**config.mk**
```make
export PLATFORM = sky130hd
export DESIGN_NAME = ps2_mouse_init_ctrl
export DESIGN_NICKNAME = d
export VERILOG_FILES = /design/src/rtl/ps2_pkg.sv /design/src/rtl/ps2_timeout_timer.sv /design/src/rtl/ps2_mouse_init_ctrl.sv
export SDC_FILE = /design/constraint.sdc
export NUM_CORES = 1
export LEC_CHECK = 0
export ABC_CLOCK_PERIOD_IN_PS = 4100
export CAP_MARGIN = 20
export CORE_ASPECT_RATIO = 1.1
export CORE_MARGIN = 2
export CORE_UTILIZATION = 56
export CTS_CLUSTER_DIAMETER = 50
export DETAILED_ROUTE_END_ITERATION = 6
export MAX_ROUTING_LAYER = met4
export PLACE_DENSITY = 0.89
export SYNTH_ARGS = -nofsm -noshare
export SYNTH_HDL_FRONTEND = slang
export SYNTH_SLANG_ARGS = --single-unit
```
**constraint.sdc**
```tcl
create_clock -name clk -period 4.1 [get_ports clk]
set_input_delay 1.23 -clock clk [delete_from_list [all_inputs] [get_ports clk]]
set_output_delay 1.23 -clock clk [all_outputs]
set_load 0.1 [all_outputs]
```
**src/rtl/ps2_pkg.sv**
```systemverilog
// Shared PS/2 constants: device command/response bytes, the init sequencer
// state encoding and the command-list lookup used by the sequencer.
package ps2_pkg;

    // Host-to-device commands
    localparam logic [7:0] CMD_RESET    = 8'hFF;
    localparam logic [7:0] CMD_SET_RATE = 8'hF3;
    localparam logic [7:0] CMD_ENABLE   = 8'hF4;

    // Device-to-host responses
    localparam logic [7:0] RSP_ACK      = 8'hFA;
    localparam logic [7:0] RSP_RESEND   = 8'hFE;
    localparam logic [7:0] RSP_ERR      = 8'hFC;
    localparam logic [7:0] RSP_BAT_OK   = 8'hAA;
    localparam logic [7:0] DEV_ID_MOUSE = 8'h00;

    // Positions in the power-up command list
    localparam int         CMD_COUNT  = 4;
    localparam logic [1:0] IDX_RESET  = 2'd0;
    localparam logic [1:0] IDX_RATE   = 2'd1;
    localparam logic [1:0] IDX_ARG    = 2'd2;
    localparam logic [1:0] IDX_ENABLE = 2'd3;

    typedef enum logic [3:0] {
        ST_IDLE,
        ST_SEND,
        ST_WAIT_TX,
        ST_WAIT_ACK,
        ST_WAIT_BAT,
        ST_WAIT_ID,
        ST_RESTART,
        ST_STREAM,
        ST_ERROR
    } init_state_t;

    // Byte sent at a given position of the power-up list; the rate argument
    // is the only entry that depends on configuration.
    function automatic logic [7:0] cmd_byte(input logic [1:0] idx, input logic [7:0] rate);
        logic [7:0] result;
        case (idx)
            IDX_RESET: result = CMD_RESET;
            IDX_RATE:  result = CMD_SET_RATE;
            IDX_ARG:   result = rate;
            default:   result = CMD_ENABLE;
        endcase
        return result;
    endfunction

endpackage

```
**src/rtl/ps2_timeout_timer.sv**
```systemverilog
// Saturating cycle counter with a synchronous clear; expired is high whenever
// the count has reached the currently selected limit.
module ps2_timeout_timer #(
    parameter int WIDTH = 24
) (
    input  logic             clk,
    input  logic             rst,
    input  logic             clear,
    input  logic [WIDTH-1:0] limit,
    output logic             expired
);

    logic [WIDTH-1:0] count_reg;

    // Count up from zero after each clear, holding at all-ones
    always_ff @(posedge clk or posedge rst) begin
        if (rst) begin
            count_reg <= '0;
        end else if (clear) begin
            count_reg <= '0;
        end else if (count_reg != {WIDTH{1'b1}}) begin
            count_reg <= count_reg + 1'b1;
        end
    end

    assign expired = (count_reg >= limit);

endmodule

```
**src/rtl/ps2_mouse_init_ctrl.sv**
```systemverilog
// PS/2 mouse power-up sequencer: sends FF, F3, rate, F4, validates every
// device reply, handles resend requests, timeouts and bounded restarts, and
// finally hands the link to the packet parser through stream_en.
module ps2_mouse_init_ctrl
    import ps2_pkg::*;
#(
    parameter logic [15:0] RESP_TIMEOUT = 16'd50000,
    parameter logic [23:0] BAT_TIMEOUT  = 24'd10000000,
    parameter int          MAX_RETRY    = 3,
    parameter logic [7:0]  SAMPLE_RATE  = 8'd100
) (
    input  logic       clk,
    input  logic       rst,
    input  logic       start,
    output logic       tx_req,
    output logic [7:0] tx_byte,
    input  logic       tx_done,
    input  logic       tx_nak,
    input  logic       rx_valid,
    input  logic [7:0] rx_byte,
    output logic       stream_en,
    output logic       init_done,
    output logic       error,
    output logic [1:0] retry_cnt
);

    localparam logic [1:0] RETRY_LIMIT  = 2'(MAX_RETRY);
    // Three resends are honoured; the fourth FE in a row forces a restart
    localparam logic [1:0] RESEND_LIMIT = 2'd3;

    init_state_t state_reg, state_next;
    logic [1:0]  idx_reg, idx_next;
    logic [1:0]  retry_reg, retry_next;
    logic [1:0]  resend_reg, resend_next;
    logic        tx_req_reg, tx_req_next;
    logic [7:0]  tx_byte_reg, tx_byte_next;
    logic        stream_en_reg, stream_en_next;
    logic        init_done_reg, init_done_next;
    logic        error_reg, error_next;

    logic        timer_clear;
    logic        timer_expired;
    logic [23:0] timer_limit;

    // Command list, one entry per sequence position
    logic [7:0] cmd_table [CMD_COUNT];

    genvar gi;
    generate
        for (gi = 0; gi < CMD_COUNT; gi++) begin : g_cmd_table
            assign cmd_table[gi] = cmd_byte(2'(gi), SAMPLE_RATE);
        end
    endgenerate

    // The timer restarts on every state change; the ack wait uses the short
    // limit, the BAT and ID waits use the long one.
    assign timer_clear = (state_next != state_reg);
    assign timer_limit = (state_reg == ST_WAIT_ACK) ? {8'h00, RESP_TIMEOUT} : BAT_TIMEOUT;

    ps2_timeout_timer #(
        .WIDTH (24)
    ) u_timer (
        .clk     (clk),
        .rst     (rst),
        .clear   (timer_clear),
        .limit   (timer_limit),
        .expired (timer_expired)
    );

    // Register state and all outputs
    always_ff @(posedge clk or posedge rst) begin
        if (rst) begin
            state_reg     <= ST_IDLE;
            idx_reg       <= 2'd0;
            retry_reg     <= 2'd0;
            resend_reg    <= 2'd0;
            tx_req_reg    <= 1'b0;
            tx_byte_reg   <= 8'h00;
            stream_en_reg <= 1'b0;
            init_done_reg <= 1'b0;
            error_reg     <= 1'b0;
        end else begin
            state_reg     <= state_next;
            idx_reg       <= idx_next;
            retry_reg     <= retry_next;
            resend_reg    <= resend_next;
            tx_req_reg    <= tx_req_next;
            tx_byte_reg   <= tx_byte_next;
            stream_en_reg <= stream_en_next;
            init_done_reg <= init_done_next;
            error_reg     <= error_next;
        end
    end

    // Next-state logic and next values of the registered outputs
    always_comb begin
        state_next     = state_reg;
        idx_next       = idx_reg;
        retry_next     = retry_reg;
        resend_next    = resend_reg;
        init_done_next = init_done_reg;
        tx_req_next    = 1'b0;
        tx_byte_next   = tx_byte_reg;

        case (state_reg)
            ST_IDLE: begin
                if (start) begin
                    state_next  = ST_SEND;
                    idx_next    = IDX_RESET;
                    retry_next  = 2'd0;
                    resend_next = 2'd0;
                end
            end

            ST_SEND: begin
                tx_req_next  = 1'b1;
                tx_byte_next = cmd_table[idx_reg];
                state_next   = ST_WAIT_TX;
            end

            // Any byte arriving while the transmitter is busy is dropped
            ST_WAIT_TX: begin
                if (tx_done) begin
                    state_next = tx_nak ? ST_RESTART : ST_WAIT_ACK;
                end
            end

            // A received byte takes priority over a timeout in the same cycle
            ST_WAIT_ACK: begin
                if (rx_valid) begin
                    case (rx_byte)
                        RSP_ACK: begin
                            resend_next = 2'd0;
                            if (idx_reg == IDX_RESET) begin
                                state_next = ST_WAIT_BAT;
                            end else if (idx_reg == IDX_ENABLE) begin
                                state_next = ST_STREAM;
                            end else begin
                                idx_next   = idx_reg + 2'd1;
                                state_next = ST_SEND;
                            end
                        end
                        RSP_RESEND: begin
                            if (resend_reg == RESEND_LIMIT) begin
                                state_next = ST_RESTART;
                            end else begin
                                resend_next = resend_reg + 2'd1;
                                state_next  = ST_SEND;
                            end
                        end
                        default: state_next = ST_RESTART;
                    endcase
                end else if (timer_expired) begin
                    state_next = ST_RESTART;
                end
            end

            ST_WAIT_BAT: begin
                if (rx_valid) begin
                    state_next = (rx_byte == RSP_BAT_OK) ? ST_WAIT_ID : ST_RESTART;
                end else if (timer_expired) begin
                    state_next = ST_RESTART;
                end
            end

            ST_WAIT_ID: begin
                if (rx_valid) begin
                    if (rx_byte == DEV_ID_MOUSE) begin
                        idx_next    = IDX_RATE;
                        resend_next = 2'd0;
                        state_next  = ST_SEND;
                    end else begin
                        state_next = ST_RESTART;
                    end
                end else if (timer_expired) begin
                    state_next = ST_RESTART;
                end
            end

            ST_RESTART: begin
                resend_next = 2'd0;
                if (retry_reg == RETRY_LIMIT) begin
                    state_next = ST_ERROR;
                end else begin
                    retry_next = retry_reg + 2'd1;
                    idx_next   = IDX_RESET;
                    state_next = ST_SEND;
                end
            end

            // STREAM and ERROR are only left by a new start (or reset)
            ST_STREAM, ST_ERROR: begin
                if (start) begin
                    state_next     = ST_SEND;
                    idx_next       = IDX_RESET;
                    retry_next     = 2'd0;
                    resend_next    = 2'd0;
                    init_done_next = 1'b0;
                end
            end

            default: state_next = ST_IDLE;
        endcase

        if (state_next == ST_STREAM && state_reg != ST_STREAM) begin
            init_done_next = 1'b1;
        end

        stream_en_next = (state_next == ST_STREAM);
        error_next     = (state_next == ST_ERROR);
    end

    assign tx_req    = tx_req_reg;
    assign tx_byte   = tx_byte_reg;
    assign stream_en = stream_en_reg;
    assign init_done = init_done_reg;
    assign error     = error_reg;
    assign retry_cnt = retry_reg;

endmodule
```
==> run_results.csv <==
group,metric,value,unit
status,status,"completed",
place,hpwl,4.66,mm
sta,achievable-frequency,286,MHz
critical_path,endpoint_kind,"flip-flop",
global_routing,grt_pass1_vias,2488,
cells_and_area,ff_latch_area,1080,sq um
floorplanning,std_cell_rows,27,
floorplanning,die_h,80.5,um
route,drc,0,
min_path,holdPathEnd,"resend_reg[1]",
yosys,synth.distinct_cells,67,
sta,setup_viol,0,
critical_path,r2r_cells,8,
floorplanning,die_w,73.6,um
clock_tree,post_cts_buffers,0,
yosys,ys.flop_type,"dfrtp_1",
clock_tree,cts_tree,"yes",
route,wirelength,6.43,mm
critical_path,rr_startpoint,"state_reg[3]",
clock_tree,cts-resized-gates,0,
sta,slew_viol_final,0,
power,peakVddDrop,0.000558,V
clock_tree,cts_buffer_depth,2,
min_path,hold_start,"resend_reg[1]",
sta,fin_hold_ws,0.502,ns
clock_tree,cts-root-buf,"clkbuf_8",
critical_path,start_kind,"primary input",
power,p_leak,1.42,nW
yosys,syn_inst,341,
global_routing,grt.overflow.total,0,
min_path,hold_path_depth,2,
route,ant_nets,0,
critical_path,crit_required,4.31,ns
route,drt-pass1-iter-count,4,
yosys,yosys_warnings,0,
place,globalplace.congestion,0.943,
yosys,synth_async_sr_flop_share,100,%
critical_path,arrival,3.71,ns
yosys,ys_ff_latch,43,
floorplanning,start_util,58.9,%
route,avgRoutedWirePerCell,15.2,um
critical_path,r2r-end,"u_timer.count_reg[2]",
floorplanning,io-pin-count,28,
clock_tree,htree_levels,2,
critical_path,worst-r2r-setup-slack,0.71,ns
sta,slew_headroom,34.7,%
yosys,seq_area_frac_synth,36.1,%
cells_and_area,area_delta_synth_final,14.6,%
global_routing,grtUsageMet2,41.1,%
global_routing,grt_usage,24.2,%
yosys,synth-edff-count,0,
cells_and_area,num_antenna_cells,0,
route,vias,2540,
clock_tree,clock_latency,0.30,ns
yosys,yosysMostFrequentCell,"nor2_1",
route,initialDrtViolationCount,195,
sta,fin_worst_skew,0.0100,ns
cells_and_area,drive_above_1_share,9.56,%
yosys,netlist_area,2980,sq um
route,vias_per_cell,5.99,
global_routing,grt_max_degree,30,
place,port_buffers,27,
yosys,ys_top_cells_by_area,"dfrtp_1 (36%), nor2_1 (6.0%), nand2_1 (5.9%), xnor2_1 (4.7%), ha_1 (4.6%)",
min_path,min_path_type,"reg2reg",
sta,setup_tns,0,ns
cells_and_area,fin_nets,390,
yosys,synth_commonest_cells,"nor2_1 (48), nand2_1 (47), dfrtp_1 (43)",
sta,rsz0062_at_grt,"no",
global_routing,grt_busiest_layer,"met2",
clock_tree,clk_pin_slew,0.08,ns
cells_and_area,fillers,393,
floorplanning,die_area,5930,sq um
global_routing,grt_use_met1,28.2,%
yosys,yosysTopAreaCell,"dfrtp_1",
critical_path,crit_type,"in2reg",
cells_and_area,multi_input_area,1750,sq um
clock_tree,cts_sinks,43,
sta,tightest_slew,0.976,ns
floorplanning,core_area,5070,sq um
sta,hold_viol_final,0,
global_routing,antenna_found_initial,0,
critical_path,path_max_fanout,21,
cells_and_area,largest_reg_flops,24,
global_routing,grt_pass1_wl,11.1,mm
global_routing,use_met3,4.39,%
yosys,synth_fp_nets,366,
yosys,synth_top_area_share,36.1,%
power,p_per_area,637,nW/um^2
sta,timing.final.crit_share,85.4,%
clock_tree,postCtsHoldBufs,0,
job,cap_violations,0,
clock_tree,cts_buffers,5,
yosys,synth.avg_cell_area,8.75,sq um
sta,fin_crit,3.50,ns
-- placed cells by master (no fill, tap or decap), drive strengths merged, types with 6 or more instances in the layout --
cell,count
nor2,48
nand2,47
dfrtp,43
clkdlybuf4s50,27
xnor2,16
nand3,14
ha,11
a21oi,11
nor3,11
o21ai,10
inv,9
buf,9
nand4,8
and3,7
and4,6
xor2,6
clkbuf,6
-- final cells by class --
type / instances / area share, %
Multi-Input combinational cell: 268 / 51.3
Timing Repair Buffer: 36 / 10.5
Clock inverter: 2 / 1.03
Tap cell: 58 / 2.12
Inverter: 11 / 1.21
Clock buffer: 6 / 2.42
Sequential cell: 43 / 31.5
-- kinds of logic after synthesis --
kind of cell | after synthesis | share of synthesized area (%)
compound gates | 57 | 15.1
xor+xnor | 22 | 6.46
fa+ha+maj | 11 | 4.61
buf+inv | 30 | 5.20
flops | 43 | 36.1
mux | 3 | 1.09
simple gates | 175 | 31.5
-- layer usage --
metal  wire (um)  part of all wire, %
met1        2690                   42
met2        3370                   52
met3         223                  3.5
met4         145                  2.3
met5           0                    0
-- through the flow --
stage	setup WS (ns)	std cells	area, sq um	util [%]	power (mW)
floorplan	1.25	341	2980	-	1.58
global placement	0.398	415	3270	64.6	1.80
detailed placement	0.299	415	3270	64.6	1.83
CTS	0.598	423	3390	66.9	2.18
global route	0.373	424	3420	67.4	2.30
finish	0.597	424	3420	67.4	2.18
-- worst max-delay path by stage --
stage	startpoint	to	slack [ns]	depth (start not counted)
after floorplan	rx_byte[0]	u_timer.count_reg[2]	1.25	7
after global placement	rx_byte[2]	u_timer.count_reg[2]	0.40	8
after detailed placement	rx_byte[2]	u_timer.count_reg[2]	0.30	8
after CTS	rx_byte[2]	u_timer.count_reg[2]	0.60	8
after global routing	rx_byte[2]	u_timer.count_reg[2]	0.37	8
final	rx_byte[2]	u_timer.count_reg[2]	0.60	8
-- report_power, final --
group	total (mW)	switching, mW	leakage [nW]	internal [mW]
sequential	0.546	0.0530	0.567	0.493
clock	0.343	0.146	0.0612	0.197
combinational	1.29	0.886	0.795	0.402
total	2.18	1.09	1.42	1.09
-- critical path: stages --
cell and delay (ns):
clkdlybuf4s50_1 0.55, nor3_2 0.34, a31oi_1 0.20, nor4_4 0.37, nor2_1 0.07, o21ai_1 0.22
o2111ai_4 0.37, nor4b_2 0.37
Power figures use the tool's default switching activity.
